### config.mk
export PLATFORM = sky130hd
export DESIGN_NAME = br_predictor
export DESIGN_NICKNAME = d
export VERILOG_FILES = /design/src/rtl/rv32i_types.sv /design/src/rtl/pht_sat2.sv /design/src/rtl/br_predictor.sv
export SDC_FILE = /design/constraint.sdc
export NUM_CORES = 2
export LEC_CHECK = 0
export BUFFER_PORTS_ARGS = -buffer_cell sky130_fd_sc_hd__buf_2
export CORE_MARGIN = 2
export CORE_UTILIZATION = 60
export CTS_CLUSTER_DIAMETER = 200
export DETAILED_ROUTE_END_ITERATION = 7
export MAX_ROUTING_LAYER = met4
export PLACE_DENSITY = 0.77
export SKIP_CTS_REPAIR_TIMING = 1
export SYNTH_ARGS = -nofsm -noshare
export SYNTH_HDL_FRONTEND = slang
export SYNTH_SLANG_ARGS = --single-unit
### constraint.sdc
create_clock -name clk -period 9.3 [get_ports clk]
set_input_delay 0.93 -clock clk [delete_from_list [all_inputs] [get_ports clk]]
set_output_delay 0.93 -clock clk [all_outputs]
set_load 0.02 [all_outputs]
### src/rtl/rv32i_types.sv
// Shared RV32I front-end types: predictor sizing and the BTB entry layout.
package rv32i_types;

  localparam int SIZE_GLOBAL = 8;
  localparam int BTB_IDX     = 4;
  localparam int BTB_TAG_W   = 30 - BTB_IDX;

  // Tag width follows the package BTB_IDX, so instances should keep the default BTB_IDX.
  typedef struct packed {
    logic                 valid;
    logic [BTB_TAG_W-1:0] tag;
    logic [31:0]          target;
    logic                 cond;
  } btb_entry_t;

endpackage

### src/rtl/pht_sat2.sv
// Pattern history table of 2-bit saturating counters with one
// combinational read port and one synchronous update port.
module pht_sat2 #(
  parameter int IDX_W = 8
) (
  input  logic             clk,
  input  logic             rst,
  input  logic [IDX_W-1:0] rd_idx,
  output logic [1:0]       rd_ctr,
  input  logic             upd_en,
  input  logic             upd_taken,
  input  logic [IDX_W-1:0] upd_idx
);

  localparam int NUM_CTR = 1 << IDX_W;

  logic [1:0] ctr [NUM_CTR];
  logic [1:0] upd_cur;
  logic [1:0] upd_next;

  // The read sees the stored value, so a same-cycle update is not forwarded.
  assign rd_ctr  = ctr[rd_idx];
  assign upd_cur = ctr[upd_idx];

  always_comb begin
    upd_next = upd_cur;
    if (upd_taken) begin
      if (upd_cur != 2'b11) upd_next = upd_cur + 2'd1;
    end else begin
      if (upd_cur != 2'b00) upd_next = upd_cur - 2'd1;
    end
  end

  always_ff @(posedge clk) begin
    if (rst) begin
      for (int i = 0; i < NUM_CTR; i++) ctr[i] <= 2'b01;
    end else if (upd_en) begin
      ctr[upd_idx] <= upd_next;
    end
  end

endmodule

### src/rtl/br_predictor.sv
// Gshare branch predictor: GHR-hashed PHT for direction, direct-mapped BTB
// for targets, zero-latency prediction and resolve-time training.
module br_predictor #(
  parameter int SIZE_GLOBAL = rv32i_types::SIZE_GLOBAL,
  parameter int BTB_IDX     = rv32i_types::BTB_IDX
) (
  input  logic                   clk,
  input  logic                   rst,
  input  logic                   fetch_req,
  input  logic [31:0]            fetch_pc,
  output logic                   pred_taken,
  output logic [31:0]            pred_target,
  output logic [SIZE_GLOBAL-1:0] pred_history,
  input  logic                   br_finish,
  input  logic                   br_op,
  input  logic                   br_en,
  input  logic [31:0]            br_pc,
  input  logic [31:0]            br_addr,
  input  logic [SIZE_GLOBAL-1:0] br_history_old,
  input  logic                   br_mispredict
);

  import rv32i_types::*;

  localparam int NUM_BTB = 1 << BTB_IDX;

  btb_entry_t             btb [NUM_BTB];
  btb_entry_t             fetch_entry;
  logic [SIZE_GLOBAL-1:0] ghr;
  logic [BTB_IDX-1:0]     fetch_btb_idx;
  logic [BTB_IDX-1:0]     upd_btb_idx;
  logic [BTB_TAG_W-1:0]   fetch_tag;
  logic [BTB_TAG_W-1:0]   upd_tag;
  logic                   fetch_hit;
  logic [1:0]             fetch_ctr;
  logic [SIZE_GLOBAL-1:0] fetch_pht_idx;
  logic [SIZE_GLOBAL-1:0] upd_pht_idx;
  logic                   unused_pc_bits;

  assign unused_pc_bits = ^{fetch_pc[1:0], br_pc[1:0]};

  assign fetch_btb_idx = fetch_pc[BTB_IDX+1:2];
  assign upd_btb_idx   = br_pc[BTB_IDX+1:2];
  assign fetch_tag     = fetch_pc[31:BTB_IDX+2];
  assign upd_tag       = br_pc[31:BTB_IDX+2];
  assign fetch_entry   = btb[fetch_btb_idx];
  assign fetch_hit     = fetch_entry.valid && (fetch_entry.tag == fetch_tag);

  assign fetch_pht_idx = fetch_pc[SIZE_GLOBAL+1:2] ^ ghr;
  assign upd_pht_idx   = br_pc[SIZE_GLOBAL+1:2] ^ br_history_old;

  // Unconditional jumps that hit are always taken; conditional ones follow the counter MSB.
  assign pred_taken   = !rst && fetch_req && fetch_hit && (!fetch_entry.cond || fetch_ctr[1]);
  assign pred_target  = pred_taken ? fetch_entry.target : fetch_pc + 32'd4;
  assign pred_history = ghr;

  pht_sat2 #(
    .IDX_W(SIZE_GLOBAL)
  ) u_pht (
    .clk      (clk),
    .rst      (rst),
    .rd_idx   (fetch_pht_idx),
    .rd_ctr   (fetch_ctr),
    .upd_en   (br_finish && br_op),
    .upd_taken(br_en),
    .upd_idx  (upd_pht_idx)
  );

  // A resolved mispredict rebuilds history from the fetch-time snapshot and wins over speculation.
  always_ff @(posedge clk) begin
    if (rst) begin
      ghr <= '0;
    end else if (br_finish && br_mispredict) begin
      ghr <= br_op ? {br_history_old[SIZE_GLOBAL-2:0], br_en} : br_history_old;
    end else if (fetch_req && fetch_hit && fetch_entry.cond) begin
      ghr <= {ghr[SIZE_GLOBAL-2:0], pred_taken};
    end
  end

  always_ff @(posedge clk) begin
    if (rst) begin
      for (int i = 0; i < NUM_BTB; i++) btb[i].valid <= 1'b0;
    end else if (br_finish && br_en) begin
      btb[upd_btb_idx] <= '{valid: 1'b1, tag: upd_tag, target: br_addr, cond: br_op};
    end
  end

endmodule

# Yosys cells after proc, flatten, opt, wreduce, memory -nomap -nowiden
# Memories as Yosys holds them, arrays and structs flattened.
# Index checks and enable logic that the tools add are counted.
# W data, S select, Z words.
dict set report totals {
  register_bits 8
  ram_bits 1472
  elab_cells 47
  n_memories 2
}
dict set report op_classes {
  bitwise 2
  mux 21
  n_addsub 3
  n_eq_ne 2
  reduce_logical 16
}
# name depth word_bits rd rd_clocked_by_memory_dff wr line_no
set mem_list {}
lappend mem_list {btb 16 60 1 0 16 br_predictor.sv:27} ;# btb_entry_t btb [NUM_BTB];
lappend mem_list {u_pht.ctr 256 2 2 0 256 pht_sat2.sv:17} ;# logic [1:0] ctr [NUM_CTR];
# operator n
set ops {}
lappend ops {{$mux W60} 1}
lappend ops {{$reduce_or A60 Y1} 1}
lappend ops {{$add A32 B3 Y32 const B} 1}
lappend ops {{$mux W32} 1}
lappend ops {{$mux W8} 4}
lappend ops {{$eq A26 B26 Y1} 1}
lappend ops {{$xor A8 B8 Y8} 2}
lappend ops {{$mux W2} 5}
lappend ops {{$logic_and A1 B1 Y1} 9}
lappend ops {{$mux W1} 9}
lappend ops {{$mux W4} 1}
lappend ops {{$reduce_bool A2 Y1} 2}
lappend ops {{$add A2 B1 Y2 const B} 1}
lappend ops {{$logic_not A1 Y1} 2}
lappend ops {{$ne A2 B2 Y1 const B} 1}
lappend ops {{$reduce_or A2 Y1} 1}
lappend ops {{$sub A2 B1 Y2 const B} 1}
lappend ops {{$logic_or A1 B1 Y1} 1}

# Logic depth before layout (Yosys ltp)
# An unclocked memory read counts as a cell.
dict set report logic_depth {
  ltp_word 7
  mapped_depth 16
  ltp_nobuf 9
}

# Modules after synthesis
# From an unflattened synthesis, not the netlist that was laid out.
dict set report hier_totals {
  cells_unflattened 4156
  area_unflattened_um2 68425.6
}
# module n_inst area_each_um2 cells_per_inst seq_area_each_um2
set by_module_without_submodules {}
lappend by_module_without_submodules {br_predictor 1 38630.8 1830 28827.6}
lappend by_module_without_submodules {pht_sat2 1 29794.8 2326 15374.7}

# Worst setup path before layout
# OpenSTA, ideal clock, no wires.
dict set report synth_path {
  kind {input to output}
  start {input port fetch_pc[2]}
  end {output port pred_target[26]}
  arrival_ps 4436
  slack_ps 3934
  cell_stages 10
  path_cell_list {buf_2 > buf_4 > buf_2 > buf_2 > buf_2 > buf_1 > buf_1 > mux4_2 > mux4_2 > mux2_2}
}
dict set report synth_via {
  elab_chain_cells 6
  word_cells_on_any_way 11
}
# element line_no
set synth_lines {}
lappend synth_lines {{start: declaration} br_predictor.sv:10} ;# input logic [31:0] fetch_pc,
lappend synth_lines {{branches (longest 5 deep; another with $mem_v2 Z256 W2)} --}
lappend synth_lines {{$mux W32 (*)} br_predictor.sv:54} ;# assign pred_target = pred_taken ? fetch_entry.target : fetch_pc + 32'd4;
lappend synth_lines {{end: declaration} br_predictor.sv:12} ;# output logic [31:0] pred_target,
# Mark *: on every way between the ends.

# Worst setup path in the final report
dict set report layout_path {
  start {input port fetch_pc[3]}
  end {output port pred_target[23]}
}
# Same word-level chain as after synthesis.

==> results.toml <==
[placed_design]
portBuffers = 149
hpwl_um = 110000
place.gp.congestion = 1.05
placedCellCount = 5351

[synthesis]
synth_warnings = 0
synth_top_area_share_pct = 65.6
synthDistinctLibCells = 73
synth_top_flop_cell = "edfxtp_1"
async_reset_ff_share_pct = 0
synth-seq-area-share_pct = 66.3
synth-seq-cells = 1480
syn_area_um2 = 66600
synth_area_leader_cell = "edfxtp_1"
synth.area.top_cells = "edfxtp_1, mux4_2, a21o_1, nand3_1, nor3_1"
synth_edf_count = 1456
syn_area_per_cell_um2 = 16.8
postSynthCellCount = 3977
syn_nets = 4089

[cells_and_area]
fin_nets = 4125
drive_gt1_share_pct = 25.8
fin_cells = 5639
final_util_pct = 66.7
final_cell_mix = "edfxtp_1, mux4_2, nand3_1"
area_growth_pct = 10.4
layout_commonest_cell = "edfxtp_1"

[routing]
wl_per_cell_um = 34.3
dr.pass1.iters = 6
drt-total-wl_um = 193000
route.vias.total = 40940
drc_errors = 0
drtAntennaViolNets = 0
routed_via_density = 7.26
drt_iter0_markers = 6001

[status]
status = "completed"

[worst_setup_path]
arrival_ns = 5.94
path_class = "in -> out"
cp.required_ns = 8.37
critPathMaxFanout = 73
cp-start-kind = "primary input"
reg2reg_depth = 9
endpoint_kind = "output pin"

[global_routing]
grt_overflow = 0
grt_max_degree = 167
grt_pass1_vias = 40672
grt_pass1_wl_um = 278000
gr-usage-all-layers_pct = 35.4
antenna_found_initial = 14

[sta]
hold_viol_final = 0
clock_skew_ns = 0.0401
rsz0062_at_grt = "no"
fin_tns_setup_ns = 0
finalSetupViolations = 0
maxSlewViolCount = 0
worst_pin_slew_ns = 1.38
maxSlewHeadroom_pct = 7.23
period_needed_ns = 6.87
timing.final.crit_share_pct = 73.9
timing.fmax_mhz = 146

[job]
cap_viol_max_count = 0

[clocking]
insertion_delay_ns = 0.79
clk_path_buf_depth = 3
cts_buffers = 148
cts_htree_levels = 4
path_clk_slew_ns = 0.06
clockRootBuffer = "clkbuf_16"
cts_tree = "built"
clock_sinks = 1480

[floorplan]
fp-row-count = 122
die_y_um = 337
dieArea_um2 = 114000
io_pins = 152
die-width_um = 337
start_util_pct = 60.4
core_area_um2 = 110000

[min_path]
hold_path.class = "reg -> reg"
hold_depth = 2

[power_and_ir_drop]
cellPowerDensity_nw_per_um2 = 205
p_leak_nw = 23.6
peakVddDrop_mv = 0.213
==> power breakdown <==
part,leakage (nW),internal [mW],switching [mW],total [mW]
clock,2.37,3.35,2.66,6.01
combinational,7.95,0.512,1.14,1.66
sequential,13.3,7.40,0.0445,7.45
total,23.6,11.3,3.85,15.1
==> sequential cells by signal, summed over array words and instances (netlist names) <==
name / flops
u_pht.ctr: 512
pred_history: 8
btb: 960
==> cell usage after synthesis, types with 20 or more instances <==
cell,n
nor3_1,252
a22oi_1,31
nor3_2,45
mux2i_1,92
nand4_1,40
edfxtp_1,1456
buf_2,49
a22o_1,20
buf_6,53
dfxtp_1,24
nand3_1,305
buf_1,29
mux2_2,54
o22ai_1,34
clkbuf_1,224
a21o_1,256
nor2_1,104
nor2b_1,22
mux4_2,426
inv_1,27
a21oi_1,22
xnor2_1,51
xor2_1,27
nand2_1,146
==> per-stage QoR <==
stage	worst slack, ns	total power, mW	cell area, um2	hold slack, ns
3_3_place_gp	2.56	9.15	68700	0.446
4_1_cts	2.51	15.1	73500	0.461
2_1_floorplan	3.93	8.76	66600	0.437
5_1_grt	2.30	15.4	73600	0.484
6_report	2.43	15.1	73600	0.461
3_5_place_dp	2.58	9.18	68700	0.452
==> routing by layer <==
layer	GRT usage (%)	wire length [um]	vias to the layer above
met5	-	0	-
met4	17.2	10400	0
met3	9.09	24800	647
met2	54.7	92600	3240
met1	44.1	65700	20814
li1	-	-	16239
==> path summary, 6_finish.rpt <==
kind | endpoint | slack [ns] | startpoint
setup reg to reg | u_pht.ctr[54][1] | 4.81 | u_pht.ctr[143][1]
setup / recovery | pred_target[23] | 2.43 | fetch_pc[3]
hold reg to reg | btb[12][59] | 0.46 | btb[12][59]
hold / removal | btb[12][59] | 0.46 | btb[12][59]
==> layout make-up <==
type / count / area [um2]
Inverter: 28 / 106
Fill cell: 7178 / 36800
Clock buffer: 187 / 3960
Sequential cell: 1480 / 44200
Multi-Input combinational cell: 2097 / 20800
Antenna cell: 15 / 37.5
Timing Repair Buffer: 258 / 1660
Tap cell: 1488 / 1860
Clock inverter: 86 / 926
==> kinds of logic (layout without fill, tap and decap cells) <==
kind of cell	after synthesis	count (layout)	share of synthesized area, %
adders and majority gates	3	3	0.0507
muxes	574	574	16.8
AOI/OAI and AO/OA	479	479	5.33
xor gates and xnor gates	79	79	1.07
and+or+nand+nor	962	962	7.37
other	0	15	0
buffers and inverters	400	559	3.06
DFF	1480	1480	66.3
==> critical path, stage by stage <==
cell	delay (ns)
buf_8	0.53
buf_4	0.85
mux2i_1	0.21
a22o_1	0.31
a2111oi_0	0.71
a21oi_1	0.16
nor4b_1	0.34
nand4_1	0.16
nor3_1	0.20
nor4bb_4	0.33
buf_4	0.49
mux2_2	0.42
buf_2	0.17
No activity file was read; power rests on OpenSTA's default activity.
